`config.mk`:
```
export PLATFORM = sky130hd
export DESIGN_NAME = ro_deserializer
export DESIGN_NICKNAME = d
export VERILOG_FILES = /design/src/rtl/ro_pkg.sv /design/src/rtl/ro_packer.sv /design/src/rtl/ro_deserializer.sv
export SDC_FILE = /design/constraint.sdc
export NUM_CORES = 1
export LEC_CHECK = 0
export CORE_MARGIN = 1
export CORE_UTILIZATION = 45
export CTS_CLUSTER_SIZE = 10
export DETAILED_ROUTE_END_ITERATION = 6
export PLACE_DENSITY = 0.7
export SYNTH_ARGS = -nofsm -noshare
export SYNTH_HDL_FRONTEND = slang
export SYNTH_HIERARCHICAL = 1
export SYNTH_SLANG_ARGS = --single-unit
```
`constraint.sdc`:
```
create_clock -name clk -period 4.2 [get_ports clk]
set_input_delay 1.05 -clock clk [delete_from_list [all_inputs] [get_ports clk]]
set_output_delay 1.05 -clock clk [all_outputs]
set_load 0.1 [all_outputs]
```
`src/rtl/ro_pkg.sv`:
```
// Shared constants and the slot-owner decode for the readout deserializer.
//   NCH  : default number of readout channels (gray-counter width)
//   WORD : default samples per output word
//   CW   : default channel-index width
//   slot_owner(s, nch) : trailing-zero count of s; the all-zero slot belongs to nch-1
package ro_pkg;

  localparam int unsigned NCH  = 17;
  localparam int unsigned WORD = 8;
  localparam int unsigned CW   = $clog2(NCH);

  // Channel whose gray bit toggled to produce slot value s (only the low nch bits matter)
  function automatic int unsigned slot_owner(input logic [31:0] s, input int unsigned nch);
    int unsigned r;
    logic        found;
    r     = nch - 1;
    found = 1'b0;
    for (int unsigned i = 0; i < 32; i++) begin
      if (!found && (i < nch) && s[i]) begin
        r     = i;
        found = 1'b1;
      end
    end
    return r;
  endfunction

endpackage

```
`src/rtl/ro_packer.sv`:
```
// Per-channel sample packer: shifts sample pairs into a WORD-bit word at the fill index.
//   clk, reset       : clock, asynchronous active-high reset
//   load             : a sample pair for this channel is present this cycle
//   pol, pol_eve     : the sample pair
//   word_pol_c       : packed pol word including this cycle's sample (valid with done_c)
//   word_pol_eve_c   : packed pol_eve word including this cycle's sample
//   done_c           : this cycle's sample completes the word
module ro_packer #(
  parameter int unsigned WORD = 8
) (
  input  logic            clk,
  input  logic            reset,
  input  logic            load,
  input  logic            pol,
  input  logic            pol_eve,
  output logic [WORD-1:0] word_pol_c,
  output logic [WORD-1:0] word_pol_eve_c,
  output logic            done_c
);

  localparam int unsigned FW = $clog2(WORD);

  logic [FW-1:0]   fill_q, fill_d;
  logic [WORD-1:0] pol_q, pol_d;
  logic [WORD-1:0] eve_q, eve_d;

  // Insert the sample at the fill index; a completed word clears the packer
  always_comb begin
    fill_d         = fill_q;
    pol_d          = pol_q;
    eve_d          = eve_q;
    word_pol_c     = pol_q;
    word_pol_eve_c = eve_q;
    done_c         = 1'b0;
    if (load) begin
      word_pol_c[fill_q]     = pol;
      word_pol_eve_c[fill_q] = pol_eve;
      if (fill_q == FW'(WORD - 1)) begin
        done_c = 1'b1;
        fill_d = '0;
        pol_d  = '0;
        eve_d  = '0;
      end else begin
        fill_d = fill_q + FW'(1);
        pol_d  = word_pol_c;
        eve_d  = word_pol_eve_c;
      end
    end
  end

  always_ff @(posedge clk or posedge reset) begin
    if (reset) begin
      fill_q <= '0;
      pol_q  <= '0;
      eve_q  <= '0;
    end else begin
      fill_q <= fill_d;
      pol_q  <= pol_d;
      eve_q  <= eve_d;
    end
  end

endmodule

```
`src/rtl/ro_deserializer.sv`:
```
// Readout deserializer: samples the shared pol/pol_eve lines each enabled clock, attributes
// each sample to the channel owning the current slot, packs WORD samples per channel and
// presents completed words on a valid/ready stream.
//   clk, reset             : global readout clock, asynchronous active-high reset
//   en                     : slot advance enable (mirrors gray counter enable)
//   bus_pol, bus_pol_eve   : shared readout lines
//   out_ready              : consumer accepts the word
//   out_valid, out_chan    : word available, owning channel
//   out_pol, out_pol_eve   : packed samples, first sample in bit 0
//   overflow               : sticky, a completed word was dropped
module ro_deserializer #(
  parameter int unsigned NCH  = 17,
  parameter int unsigned WORD = 8,
  parameter int unsigned CW   = $clog2(NCH)
) (
  input  logic            clk,
  input  logic            reset,
  input  logic            en,
  input  logic            bus_pol,
  input  logic            bus_pol_eve,
  input  logic            out_ready,
  output logic            out_valid,
  output logic [CW-1:0]   out_chan,
  output logic [WORD-1:0] out_pol,
  output logic [WORD-1:0] out_pol_eve,
  output logic            overflow
);

  import ro_pkg::*;

  logic [NCH-1:0]  cnt_q, cnt_d;
  logic [NCH-1:0]  slot_c;
  logic [CW-1:0]   owner_c;

  logic            v1_q, v1_d;
  logic [CW-1:0]   ch1_q, ch1_d;
  logic            pol1_q, pol1_d;
  logic            eve1_q, eve1_d;

  logic [NCH-1:0]  load_c;
  logic [NCH-1:0]  done_c;
  logic [WORD-1:0] wpol_c [NCH];
  logic [WORD-1:0] weve_c [NCH];

  logic            cmp_c;
  logic [CW-1:0]   cmp_chan_c;
  logic [WORD-1:0] cmp_pol_c;
  logic [WORD-1:0] cmp_eve_c;

  logic            out_valid_q, out_valid_d;
  logic [CW-1:0]   out_chan_q, out_chan_d;
  logic [WORD-1:0] out_pol_q, out_pol_d;
  logic [WORD-1:0] out_eve_q, out_eve_d;
  logic            overflow_q, overflow_d;

  // Slot is the post-increment count; its trailing-zero count names the owning channel
  assign slot_c  = cnt_q + NCH'(1);
  assign owner_c = CW'(slot_owner(32'(slot_c), NCH));

  // Stage 1: advance the slot and capture the bus pair with its owner
  always_comb begin
    cnt_d  = cnt_q;
    v1_d   = 1'b0;
    ch1_d  = ch1_q;
    pol1_d = pol1_q;
    eve1_d = eve1_q;
    if (en) begin
      cnt_d  = slot_c;
      v1_d   = 1'b1;
      ch1_d  = owner_c;
      pol1_d = bus_pol;
      eve1_d = bus_pol_eve;
    end
  end

  // Stage 2: one packer per channel, only the captured owner loads
  for (genvar i = 0; i < NCH; i++) begin : g_pack
    assign load_c[i] = v1_q && (ch1_q == CW'(i));

    ro_packer #(.WORD(WORD)) u_packer (
      .clk            (clk),
      .reset          (reset),
      .load           (load_c[i]),
      .pol            (pol1_q),
      .pol_eve        (eve1_q),
      .word_pol_c     (wpol_c[i]),
      .word_pol_eve_c (weve_c[i]),
      .done_c         (done_c[i])
    );
  end

  // Completion mux: only the loaded packer can finish, so at most one done bit is set
  always_comb begin
    cmp_c      = |done_c;
    cmp_chan_c = '0;
    cmp_pol_c  = '0;
    cmp_eve_c  = '0;
    for (int unsigned i = 0; i < NCH; i++) begin
      if (done_c[i]) begin
        cmp_chan_c = CW'(i);
        cmp_pol_c  = wpol_c[i];
        cmp_eve_c  = weve_c[i];
      end
    end
  end

  // Output register: load when free or being drained, otherwise drop and flag
  always_comb begin
    out_valid_d = out_valid_q;
    out_chan_d  = out_chan_q;
    out_pol_d   = out_pol_q;
    out_eve_d   = out_eve_q;
    overflow_d  = overflow_q;
    if (cmp_c) begin
      if (!out_valid_q || out_ready) begin
        out_valid_d = 1'b1;
        out_chan_d  = cmp_chan_c;
        out_pol_d   = cmp_pol_c;
        out_eve_d   = cmp_eve_c;
      end else begin
        overflow_d = 1'b1;
      end
    end else if (out_valid_q && out_ready) begin
      out_valid_d = 1'b0;
    end
  end

  always_ff @(posedge clk or posedge reset) begin
    if (reset) begin
      cnt_q       <= '0;
      v1_q        <= 1'b0;
      ch1_q       <= '0;
      pol1_q      <= 1'b0;
      eve1_q      <= 1'b0;
      out_valid_q <= 1'b0;
      out_chan_q  <= '0;
      out_pol_q   <= '0;
      out_eve_q   <= '0;
      overflow_q  <= 1'b0;
    end else begin
      cnt_q       <= cnt_d;
      v1_q        <= v1_d;
      ch1_q       <= ch1_d;
      pol1_q      <= pol1_d;
      eve1_q      <= eve1_d;
      out_valid_q <= out_valid_d;
      out_chan_q  <= out_chan_d;
      out_pol_q   <= out_pol_d;
      out_eve_q   <= out_eve_d;
      overflow_q  <= overflow_d;
    end
  end

  assign out_valid   = out_valid_q;
  assign out_chan    = out_chan_q;
  assign out_pol     = out_pol_q;
  assign out_pol_eve = out_eve_q;
  assign overflow    = overflow_q;

endmodule

```
==> impl_metrics.py, run 1 <==
metrics = {
    "grt": {
        "antenna_found_initial": 0,
        "grt_pass1_vias": 16900,
        "grt_pass1_wl_microns": 97400,
        "grt_max_degree": 79,
        "gr-total-overflow": 0,
        "grt_usage_pct": 23.5,
    },
    "placed_design": {
        "dp_hpwl_microns": 43600,
        "io_buffer_count": 28,
        "gp_congestion": 0.997,
    },
    "timing": {
        "skew_ns": 0.0257,
        "finalCritPeriodShare_pct": 89.8,
        "tns_ns": 0,
        "relSlewSlack_pct": 31.8,
        "worst_pin_slew_ns": 1.02,
        "max_freq_ghz": 0.265,
        "maxSlewViolCount": 0,
        "final_hold_viol_count": 0,
        "rsz0062_at_grt": "false",
        "finalSetupViolCount": 0,
        "period_needed_ns": 3.77,
    },
    "worst_setup_path": {
        "required_ns": 4.72,
        "rr_worst_depth": 12,
        "critPathKind": "reg -> reg",
        "cp.arrival_ns": 4.29,
        "worstSetupStartpointType": "flip-flop",
        "critPathCaptureType": "flip-flop",
        "rrSetupSlack_ns": 0.43,
        "worstReg2RegEnd": "out_pol_eve[4]",
        "rr_startpoint": "ch1_q[4]",
        "crit_fanout": 14,
    },
    "final_layout": {
        "final_common_cell": "dfrtp_1",
        "drive_gt1_share_pct": 26.6,
        "antenna_cells": 0,
        "syn_to_final_growth_pct": 10.0,
        "fin_nets": 2156,
        "fillCellCount": 4437,
        "final_cell_mix": "dfrtp_1 (369), mux2_2 (292), nand2b_1 (189)",
        "post-route-util_pct": 50.2,
    },
    "cts": {
        "cts_tree": "yes",
        "cts_setup_buffers": 0,
        "cts_sinks": 371,
        "cts_buffers": 45,
        "cts-root-buf": "clkbuf_16",
        "cts_resized": 0,
        "h-tree-depth": 2,
        "clockBufferDepth": 3,
        "cts_hold_buf": 0,
        "clk_pin_slew_ns": 0.06,
        "clkLatencyLatePin_ns": 0.58,
    },
    "synthesis": {
        "synth_top_area_cell": "dfrtp_1",
        "netlist.area_leader.share_pct": 40.5,
        "netlist_instances": 2086,
        "synth_fp_nets": 2129,
        "synth-seq-area-share_pct": 40.5,
        "syn_area_sq_um": 22900,
        "syn_avg_cell_area_sq_um": 11.0,
        "synth-main-ff-cell": "dfrtp_1",
        "synth_seq_cells": 371,
        "ys_async_sr_fraction_pct": 100,
        "synthTopCellsByArea": "dfrtp_1 (40%), mux2_2 (14%), a21boi_1 (5.8%)",
        "synth_edf_count": 0,
        "yosysWarnings": 6,
        "synth_cell_type_count": 78,
    },
    "detailed_routing": {
        "wl_per_cell_microns": 21.9,
        "wirelength_microns": 61300,
        "num_vias": 16900,
        "drc": 0,
        "ant_nets": 0,
        "drt-initial-drc-count": 1537,
        "drt-pass1-iter-count": 5,
        "routed_via_density": 6.02,
    },
    "outcome": {
        "status": "complete, no violations",
    },
    "min_path": {
        "hp-start": "out_chan[1]",
        "holdPathStages": 1,
        "hold_class": "reg -> reg",
        "whs_endpoint": "out_chan[1]",
    },
    "floorplan": {
        "num_rows": 82,
        "initial_core_util_pct": 45.6,
        "die_w_microns": 228,
        "die-area_sq_um": 51900,
        "core_sq_um": 50300,
        "die_y_microns": 228,
        "io_pins": 29,
    },
    "pwr": {
        "p_leak_nw": 11.2,
        "power_frac_seq_pct": 42.6,
        "p_clk_share_pct": 29.2,
        "p_per_area_nw_per_um2": 485,
        "internal_power_mw": 7.92,
        "p_sw_mw": 4.31,
        "ir_drop_mv": 0.274,
        "switching_share_pct": 35.2,
        "combPwrFrac_pct": 28.2,
    },
    "flow_run": {
        "maxCapViolCount": 0,
    },
}
## metal layers
layer | vias to the layer above | part of all wire (%) | global-route usage, %
met4 | 0 | 4.1 | 9.67
met1 | 8499 | 43 | 31.6
met2 | 532 | 46 | 37.0
li1 | 7738 | - | -
met5 | - | 0 | 0
met3 | 123 | 6.4 | 4.70
## state kept, by name, indices dropped and copies added, names as in the netlist
signal,flops
g_pack.u_packer/eve_q,136
g_pack.u_packer/pol_q,136
g_pack.u_packer/fill_q,51
cnt_q,17
out_pol,8
out_pol_eve,8
ch1_q,5
out_chan,5
eve1_q,1
out_valid,1
overflow,1
pol1_q,1
v1_q,1
## worst max path at each step
stage             start  slack, ns             end  cells after the start
3_3_place_gp   ch1_q[4]       0.63  out_pol_eve[4]                     12
2_1_floorplan    eve1_q       0.81  out_pol_eve[4]                      8
3_5_place_dp   ch1_q[4]       0.57      out_pol[0]                     12
5_1_grt        ch1_q[4]       0.21  out_pol_eve[4]                     12
6_report       ch1_q[4]       0.43  out_pol_eve[4]                     12
4_1_cts        ch1_q[4]       0.55      out_pol[0]                     12
## per-stage QoR
stage	hold slack, ns	instances	setup slack, ns	power, mW	instance area (sq um)
floorplan	0.463	2086	0.810	7.83	22900
global placement	0.460	2738	0.633	8.52	23900
detailed placement	0.467	2738	0.571	8.67	23900
CTS	0.480	2804	0.545	12.3	25200
global route	0.513	2804	0.209	12.9	25200
finish	0.476	2804	0.430	12.2	25200
## cell families (layout without fill, tap and decap cells)
family / after synthesis / after routing / synth area share [%]
xor gates and xnor gates: 31 / 31 / 1.18
buffers and inverters: 181 / 227 / 4.23
AOI/OAI and AO/OA: 517 / 517 / 16.5
muxes: 327 / 327 / 16.6
and+or+nand+nor: 622 / 622 / 19.0
DFF: 371 / 371 / 40.5
adders and majority gates: 37 / 37 / 2.02
## cells in the mapped netlist, drive strengths merged, types with 4 or more instances
cell type	n
nand2	62
buf	82
and4bb	51
a21oi	64
nor4	13
nor2	81
a22o	6
a22oi	16
a21boi	228
nand3b	4
nand3	16
or2	8
or3	4
o21ai	48
inv	46
xnor2	23
o221ai	7
a221oi	36
a211oi	11
a31oi	8
dfrtp	371
ha	37
and3	5
nor3b	4
a221o	13
nand4b	51
a31o	4
nor3	13
and2	26
o211ai	16
o22ai	34
nand4	26
xor2	8
o21bai	4
nand2b	189
nor2b	44
o21a	4
o31ai	5
nor4b	18
clkbuf	51
mux2	326
## critical path: stages, from the launching register on
cell and delay [ns]:
dfrtp_1 0.39, nor2b_1 0.23, nand2_1 0.16, nor2_1 0.45, nand2_1 0.41, inv_1 0.26
nand2_1 0.07, o21ai_0 0.16, a221oi_1 0.12, o31ai_1 0.40, a221oi_1 0.14, o311ai_0 0.64
a31o_2 0.26
## power groups by stage
stage | combinational [mW] | sequential, mW | clock (mW)
6_report | 3.45 | 5.20 | 3.57
5_1_grt | 3.73 | 5.32 | 3.82
4_1_cts | 3.45 | 5.19 | 3.66
3_5_place_dp | 3.43 | 5.24 | 0
3_3_place_gp | 3.34 | 5.19 | 0
2_1_floorplan | 2.52 | 5.32 | 0
## cell type report
cell class | instances | area (sq um) | area share, %
multi-input combinational | 1534 | 12700 | 50.3
sequential | 371 | 9290 | 36.8
clock buffer | 63 | 1280 | 5.09
timing repair buffer | 113 | 931 | 3.69
tap | 672 | 841 | 3.33
inverter | 48 | 180 | 0.714
clock inverter | 3 | 22.5 | 0.0892
Note: power is estimated with default switching activity, not from simulation.
==> run 2, diff against run 1 <==
--- a/config.mk
+++ b/config.mk
@@ -9,6 +9,7 @@
 export CORE_UTILIZATION = 45
 export CTS_CLUSTER_SIZE = 10
 export DETAILED_ROUTE_END_ITERATION = 6
+export GPL_ROUTABILITY_DRIVEN = 0
 export PLACE_DENSITY = 0.7
 export SYNTH_ARGS = -nofsm -noshare
 export SYNTH_HDL_FRONTEND = slang
==> constraint.sdc (replaced) <==
create_clock -name clk -period 3.69 [get_ports clk]
set_input_delay 0.9225 -clock clk [delete_from_list [all_inputs] [get_ports clk]]
set_output_delay 0.9225 -clock clk [all_outputs]
set_load 0.1 [all_outputs]
==> impl_metrics.py, run 2 (synthesis results as in run 1) <==
metrics = {
    "placed_design": {
        "place_ws_ns": 0.141,
        "io_buffer_count": 28,
        "dp_hpwl_microns": 43300,
    },
    "cts": {
        "cts_hold_buf": 0,
        "clk_pin_slew_ns": 0.06,
        "cts_buffers": 45,
        "clockBufferDepth": 3,
        "cts_setup_buffers": 0,
        "cts_tree": "yes",
        "cts-root-buf": "clkbuf_16",
        "cts_resized": 0,
        "cts_sinks": 371,
        "clkLatencyLatePin_ns": 0.58,
        "h-tree-depth": 2,
    },
    "worst_setup_path": {
        "worstReg2RegEnd": "out_pol[0]",
        "rr_startpoint": "ch1_q[4]",
        "critPathKind": "reg -> reg",
        "cp.arrival_ns": 3.99,
        "critPathCaptureType": "flip-flop",
        "rrSetupSlack_ns": 0.17,
        "rr_worst_depth": 13,
        "required_ns": 4.16,
        "crit_fanout": 26,
        "worstSetupStartpointType": "flip-flop",
    },
    "grt": {
        "grt_pass1_wl_microns": 97700,
        "grt_max_degree": 63,
        "grt_usage_pct": 23.5,
        "gr-total-overflow": 0,
        "antenna_found_initial": 0,
        "grt_pass1_vias": 17000,
    },
    "floorplan": {
        "initial_core_util_pct": 45.6,
        "die_y_microns": 228,
        "die_w_microns": 228,
        "io_pins": 29,
        "num_rows": 82,
        "core_sq_um": 50300,
        "die-area_sq_um": 51900,
    },
    "timing": {
        "maxSlewViolCount": 0,
        "finalSetupViolCount": 0,
        "hold_slack_ns": 0.493,
        "max_freq_ghz": 0.284,
        "tns_ns": 0,
        "final_hold_viol_count": 0,
        "worst_pin_slew_ns": 0.997,
        "worst_slack_ns": 0.171,
        "finalCritPeriodShare_pct": 95.4,
        "skew_ns": 0.0289,
        "period_needed_ns": 3.52,
        "relSlewSlack_pct": 33.4,
        "rsz0062_at_grt": "false",
    },
    "detailed_routing": {
        "ant_nets": 0,
        "wl_per_cell_microns": 22.0,
        "drc": 0,
        "wirelength_microns": 61800,
        "num_vias": 17000,
        "drt-pass1-iter-count": 5,
        "routed_via_density": 6.08,
        "drt-initial-drc-count": 1583,
    },
    "min_path": {
        "hp-start": "cnt_q[16]",
        "hold_class": "reg -> reg",
        "whs_endpoint": "cnt_q[16]",
        "holdPathStages": 1,
    },
    "pwr": {
        "p_per_area_nw_per_um2": 557,
        "p_leak_nw": 11.2,
        "ir_drop_mv": 0.313,
    },
    "final_layout": {
        "syn_to_final_growth_pct": 10.1,
        "final_common_cell": "dfrtp_1",
        "final_cell_mix": "dfrtp_1 (369), mux2_2 (292), nand2b_1 (189)",
        "fin_nets": 2156,
        "drive_gt1_share_pct": 27.0,
        "reg_top3": "g_pack.u_packer/eve_q (136), g_pack.u_packer/pol_q (136), g_pack.u_packer/fill_q (51)",
    },
    "flow_run": {
        "maxCapViolCount": 0,
    },
    "outcome": {
        "status": "complete, no violations",
    },
}
[run 2: worst max-delay path by stage]
stage                         from              to  slack [ns]
after CTS                 ch1_q[4]      out_pol[0]        0.12
after global routing      ch1_q[4]  out_pol_eve[4]        0.04
after global placement    ch1_q[4]      out_pol[0]        0.25
after floorplan             eve1_q  out_pol_eve[4]        0.30
final                     ch1_q[4]      out_pol[0]        0.17
after detailed placement  ch1_q[4]      out_pol[0]        0.14
[run 2: report_power, final]
part           switching [mW]  internal [mW]  total, mW  leakage, nW
Combinational            2.32           1.81       4.13         5.58
Clock                    1.71           2.43       4.14        0.648
Sequential              0.929           4.87       5.80         5.01
[run 2: critical path, cell delays in order (launching register included)]
cell,delay (ns)
dfrtp_1,0.40
nor2b_2,0.19
nand3b_1,0.12
nor2_1,0.17
buf_4,0.29
nor4b_2,0.34
mux2_2,0.40
inv_1,0.08
a21oi_1,0.06
a221oi_1,0.40
o31ai_1,0.21
a221oi_1,0.29
o311ai_0,0.17
a31o_2,0.28
[run 2: final cells by class]
class	instances	area (sq um)
fillers	4430	25000
multi-input cells	1534	12700
flip-flops and latches	371	9290
clock buffers	59	1260
repair buffers	113	933
well taps	672	841
inverters	48	180
clock inverters	5	53.8
diodes	1	2.50
[run 2: stage by stage]
step | total power, mW | cell area, sq um | std cells | util [%]
2_1_floorplan | 8.92 | 22900 | 2086 | -
3_3_place_gp | 9.78 | 23900 | 2738 | 47.6
3_5_place_dp | 9.95 | 23900 | 2738 | 47.6
4_1_cts | 14.1 | 25200 | 2802 | 50.2
5_1_grt | 14.8 | 25300 | 2802 | 50.2
6_report | 14.1 | 25300 | 2803 | 50.2
[run 2: per-layer routing]
metal	share of wire (%)	wire length [microns]	track usage, %	vias to the layer above
li1	-	-	-	7755
met1	44	27000	31.8	8592
met2	46	28300	36.8	564
met3	6.4	3950	4.74	127
met4	4.1	2510	9.57	0
met5	0	0	0	-
